==> src/rtl/mult_hilo_unit_pkg.sv <==
// Shared definitions for the HI/LO multiplier: operand width, FSM encoding
// and the funct codes the decoder and ALU control use for the HI/LO ops.
package mult_hilo_unit_pkg;

    localparam int DATA_W = 32;

    typedef enum logic [1:0] {
        ST_IDLE = 2'd0,
        ST_RUN  = 2'd1,
        ST_FIX  = 2'd2
    } state_t;

    localparam logic [5:0] FUNCT_MFHI  = 6'h10;
    localparam logic [5:0] FUNCT_MTHI  = 6'h11;
    localparam logic [5:0] FUNCT_MFLO  = 6'h12;
    localparam logic [5:0] FUNCT_MTLO  = 6'h13;
    localparam logic [5:0] FUNCT_MULT  = 6'h18;
    localparam logic [5:0] FUNCT_MULTU = 6'h19;

endpackage

==> src/rtl/mult_shift_add_core.sv <==
// Unsigned radix-2 shift-add datapath: one partial product per step, with a
// step counter that flags the final iteration.
module mult_shift_add_core #(
    parameter int DATA_W = 32,
    parameter int CNT_W  = 6
) (
    input  logic                  clk,
    input  logic                  rst,
    input  logic                  load,
    input  logic                  step,
    input  logic [DATA_W-1:0]     multiplicand,
    input  logic [DATA_W-1:0]     multiplier,
    output logic                  last_step,
    output logic [2*DATA_W-1:0]   product
);

    logic [DATA_W-1:0] mcand;
    logic [CNT_W-1:0]  cnt;
    logic [DATA_W:0]   sum;

    // The low half of the accumulator doubles as the multiplier shift register:
    // each step consumes bit 0 and shifts the growing product in from the top.
    assign sum       = {1'b0, product[2*DATA_W-1:DATA_W]}
                     + {1'b0, (product[0] ? mcand : {DATA_W{1'b0}})};
    assign last_step = step && (cnt == CNT_W'(DATA_W - 1));

    always_ff @(posedge clk or posedge rst) begin
        if (rst) begin
            product <= '0;
            mcand   <= '0;
            cnt     <= '0;
        end else if (load) begin
            product <= {{DATA_W{1'b0}}, multiplier};
            mcand   <= multiplicand;
            cnt     <= '0;
        end else if (step) begin
            product <= {sum, product[DATA_W-1:1]};
            cnt     <= cnt + CNT_W'(1);
        end
    end

endmodule

==> src/rtl/mult_hilo_unit.sv <==
// Iterative 32x32 mult/multu with architectural HI/LO registers and mthi/mtlo
// write port; sign is stripped up front and reapplied in the FIX state.
module mult_hilo_unit #(
    parameter int DATA_W = mult_hilo_unit_pkg::DATA_W,
    parameter int CNT_W  = 6
) (
    input  logic              clk_i,
    input  logic              rst_i,
    input  logic              start_i,
    input  logic              signed_i,
    input  logic [DATA_W-1:0] src1_i,
    input  logic [DATA_W-1:0] src2_i,
    input  logic              mthi_i,
    input  logic              mtlo_i,
    input  logic [DATA_W-1:0] wdata_i,
    output logic              busy_o,
    output logic              done_o,
    output logic [DATA_W-1:0] hi_o,
    output logic [DATA_W-1:0] lo_o
);
    import mult_hilo_unit_pkg::*;

    state_t              state;
    logic                neg;
    logic                load;
    logic                step;
    logic                last_step;
    logic [DATA_W-1:0]   mag1;
    logic [DATA_W-1:0]   mag2;
    logic [2*DATA_W-1:0] product;

    assign load   = (state == ST_IDLE) && start_i;
    assign step   = (state == ST_RUN);
    assign busy_o = (state != ST_IDLE);

    // The most negative value negates to itself, which is its correct magnitude
    // when read as unsigned.
    assign mag1 = (signed_i && src1_i[DATA_W-1]) ? (~src1_i + 1'b1) : src1_i;
    assign mag2 = (signed_i && src2_i[DATA_W-1]) ? (~src2_i + 1'b1) : src2_i;

    mult_shift_add_core #(
        .DATA_W (DATA_W),
        .CNT_W  (CNT_W)
    ) u_core (
        .clk          (clk_i),
        .rst          (rst_i),
        .load         (load),
        .step         (step),
        .multiplicand (mag1),
        .multiplier   (mag2),
        .last_step    (last_step),
        .product      (product)
    );

    always_ff @(posedge clk_i or posedge rst_i) begin
        if (rst_i) begin
            state  <= ST_IDLE;
            neg    <= 1'b0;
            done_o <= 1'b0;
            hi_o   <= '0;
            lo_o   <= '0;
        end else begin
            done_o <= 1'b0;
            case (state)
                ST_IDLE: begin
                    if (start_i) begin
                        neg   <= signed_i & (src1_i[DATA_W-1] ^ src2_i[DATA_W-1]);
                        state <= ST_RUN;
                    end else begin
                        if (mthi_i) hi_o <= wdata_i;
                        if (mtlo_i) lo_o <= wdata_i;
                    end
                end
                ST_RUN: begin
                    if (last_step) state <= ST_FIX;
                end
                ST_FIX: begin
                    {hi_o, lo_o} <= neg ? -product : product;
                    done_o       <= 1'b1;
                    state        <= ST_IDLE;
                end
                default: state <= ST_IDLE;
            endcase
        end
    end

endmodule

==> config.mk <==
export PLATFORM = sky130hd
export DESIGN_NAME = mult_hilo_unit
export DESIGN_NICKNAME = d
export VERILOG_FILES = /design/src/rtl/mult_hilo_unit_pkg.sv /design/src/rtl/mult_shift_add_core.sv /design/src/rtl/mult_hilo_unit.sv
export SDC_FILE = /design/constraint.sdc
export NUM_CORES = 1
export LEC_CHECK = 0
export ABC_AREA = 1
export CELL_PAD_IN_SITES_DETAIL_PLACEMENT = 0
export CELL_PAD_IN_SITES_GLOBAL_PLACEMENT = 1
export CORE_ASPECT_RATIO = 0.5
export CORE_MARGIN = 2
export CORE_UTILIZATION = 29
export CTS_CLUSTER_SIZE = 28
export DETAILED_ROUTE_END_ITERATION = 12
export PLACE_DENSITY = 0.65
export SLEW_MARGIN = 20
export SYNTH_ARGS = -nofsm -noshare
export SYNTH_HDL_FRONTEND = slang
export SYNTH_SLANG_ARGS = --single-unit
==> constraint.sdc <==
create_clock -name clk_i -period 8.2 [get_ports clk_i]
set_input_delay 0.82 -clock clk_i [delete_from_list [all_inputs] [get_ports clk_i]]
set_output_delay 0.82 -clock clk_i [all_outputs]
set_load 0.01 [all_outputs]
==> impl_metrics.json <==
{
  "rows": 55,
  "yosys-top-cells-count": "nand2_1 (580), nor2_1 (334), inv_1 (257), nand3_1 (235)",
  "hold_start": "u_core.mcand[17]",
  "p_leak_nw": 7.48,
  "start_util_pct": 29.3,
  "p_comb_share_pct": 54.7,
  "min_path_cells": 2,
  "dieArea_sq_um": 47500,
  "yosysTopAreaCell": "dfrtp_1",
  "ys_warn_count": 0,
  "fp.dieW_um": 306,
  "cts_tree": "yes",
  "share_seq_of_total_power_pct": 30.9,
  "swShare_pct": 50.0,
  "holdBufCountCts": 0,
  "syn_to_final_growth_pct": 21.4,
  "dp_hpwl_mm": 41.2,
  "yosys-top-cells-area": "dfrtp_1 (32%), nand2_1 (16%), nor2_1 (9.5%), nand3_1 (8.9%), inv_1 (7.3%)",
  "path_class": "register to register",
  "fp.dieH_um": 155,
  "startpoint_type": "register",
  "drive_above_1_share_pct": 3.63,
  "final.setup.worst_slack_ps": 5030,
  "hold_violations": 0,
  "grt_pass1_wl_mm": 79.4,
  "grt-ovfl-total": 0,
  "yosysSeqAreaShare_pct": 32.1,
  "p_int_mw": 2.89,
  "synth_nets": 2283,
  "yosysTopAreaCellShare_pct": 32.1,
  "wl_per_cell_um": 17.8,
  "post_cts_buffers": 0,
  "h-tree-depth": 4,
  "worstReg2RegStart": "u_core.product[0]",
  "max_slew_margin_pct": 30.5,
  "hold_class": "register to register",
  "tns_ps": 0,
  "cp_data_required_time_ps": 8550,
  "tightestPinTransition_ps": 1040,
  "synth_area_sq_um": 13200,
  "r2r_cells": 18,
  "grt_max_degree": 67,
  "clockPowerShare_pct": 14.4,
  "status": "complete, no violations",
  "cts_buffers": 17,
  "antenna_found_initial": 1,
  "fin_crit_ps": 3170,
  "firstDrtPassIters": 6,
  "slew_violations": 0,
  "clk_pin_slew_ps": 70,
  "root_buffer": "clkbuf_16",
  "max_freq_mhz": 315,
  "multi_input_area_sq_um": 7710,
  "synth_most_common_cell": "nand2_1",
  "cts.sinks": 170,
  "core_sq_um": 45100,
  "grt_pass1_vias": 13522,
  "drv_cap": 0,
  "ir_worst_vdd_uv": 130,
  "finalCritPeriodShare_pct": 38.7,
  "fillers": 5057,
  "rsz0062_at_grt": "no",
  "critPathMaxFanout": 33,
  "drt_iter0_drc": 1160,
  "synthArstFlopShare_pct": 100,
  "port_buffers": 167,
  "drt-total-wl_mm": 51.5,
  "p_sw_mw": 2.89,
  "drcViolationCount": 0,
  "worstSetupEndpointType": "register",
  "grt.total_usage_pct": 21.7,
  "insertion_delay_ps": 470,
  "cts_buffer_depth": 2,
  "ant_nets": 0,
  "finClkSkew_ps": 20.1,
  "nets": 2413,
  "synth_cells": 2144,
  "ys.flop_type": "dfrtp_1",
  "synth_enable_flop_cells": 0,
  "synth_cell_types": 42,
  "cp.arrival_ps": 3520,
  "io-pin-count": 168,
  "dp_slack_ps": 4810,
  "viasPerCell": 4.94,
  "ys_seq_elements": 170,
  "avgSynthCellArea_sq_um": 6.17,
  "finalWeightedCongestion": 0.934,
  "vias": 14271,
  "ff_latch_area_sq_um": 4260,
  "power_density_nw_per_um2": 360,
  "startpoint": "u_core.product[0]",
  "setup_viol": 0,
  "cts_resized": 0
}
[kinds of logic (layout without fill, tap and decap cells)]
group / Yosys count / in the layout / synth area share, %
fa+ha+maj: 37 / 37 / 3.55
buf+inv: 333 / 476 / 9.70
simple gates: 1222 / 1222 / 38.5
flops: 170 / 170 / 32.1
compound gates: 367 / 367 / 15.1
xor+xnor: 15 / 15 / 0.993
other cells: 0 / 1 / 0
[worst paths after layout]
kind                                      end  slack (ps)
max                        u_core.product[61]        5030
min                          u_core.mcand[17]         480
max reg2reg                u_core.product[61]        5030
min reg2reg                  u_core.mcand[17]         480
max in group asynchronous    u_core.mcand[21]        6150
min in group asynchronous            hi_o[20]         730
[stage by stage]
| step | hold slack, ps | total power [mW] | std cells | utilization, % | instance area, sq um |
|---|---|---|---|---|---|
| 6_report | 483 | 5.79 | 2886 | 35.6 | 16100 |
| 5_1_grt | 515 | 6.34 | 2885 | 35.6 | 16100 |
| 4_1_cts | 488 | 5.82 | 2885 | 35.6 | 16100 |
| 3_5_place_dp | 468 | 4.97 | 2853 | 34.3 | 15500 |
| 3_3_place_gp | 468 | 4.94 | 2853 | 34.3 | 15500 |
| 2_1_floorplan | 449 | 3.73 | 2144 | - | 13200 |
[power by group through the flow]
stage	clock [mW]	combinational, mW	sequential (mW)
6_report	0.831	3.17	1.79
5_1_grt	0.882	3.62	1.84
4_1_cts	0.847	3.19	1.78
3_5_place_dp	0	3.17	1.79
3_3_place_gp	0	3.15	1.79
2_1_floorplan	0	2.11	1.62
[registers in the layout, summed over array words and instances, names as in the netlist]
name / flops
done_o: 1
hi_o: 32
lo_o: 32
neg: 1
state: 2
u_core.cnt: 6
u_core.mcand: 32
u_core.product: 64
[critical path, stage by stage (launching register included)]
cell     delay (ps)
dfrtp_1         450
buf_4           380
nand2_1         100
inv_1            70
ha_1            190
inv_1            80
fa_1            350
inv_1           130
nand2_1          80
o21ai_0         360
nand2_1         130
nand2_1         130
nand2_1          70
nand2_1         170
nand2_1         110
nand2_1          80
nand2_1          40
nand3_1          60
nand2_1          50
[final cells by class]
type	instances	area share [%]
flip-flops and latches	170	26.5
inverters	264	6.20
repair buffers	180	11.0
diodes	1	0.0156
multi-input cells	1641	48.0
clock inverters	13	0.834
well taps	598	4.66
clock buffers	19	2.76
[layout by cell type, fill, tap and decap left out, types with 18 or more instances in the layout]
master,instances
dfrtp_1,169
a21oi_1,170
nand4_1,18
inv_1,256
nand2_1,579
clkdlybuf4s50_1,167
o21ai_0,129
nor2_1,334
ha_1,36
a22oi_1,21
nand3_1,235
[metal layers]
| layer | vias to the layer above | global-route usage (%) | wire (um) |
|---|---|---|---|
| li1 | 7220 | - | - |
| met1 | 6746 | 31.1 | 25500 |
| met2 | 265 | 34.9 | 23400 |
| met3 | 40 | 2.78 | 1930 |
| met4 | 0 | 4.62 | 675 |
| met5 | - | 0 | 0 |
Note: power is estimated with default switching activity, not from simulation.
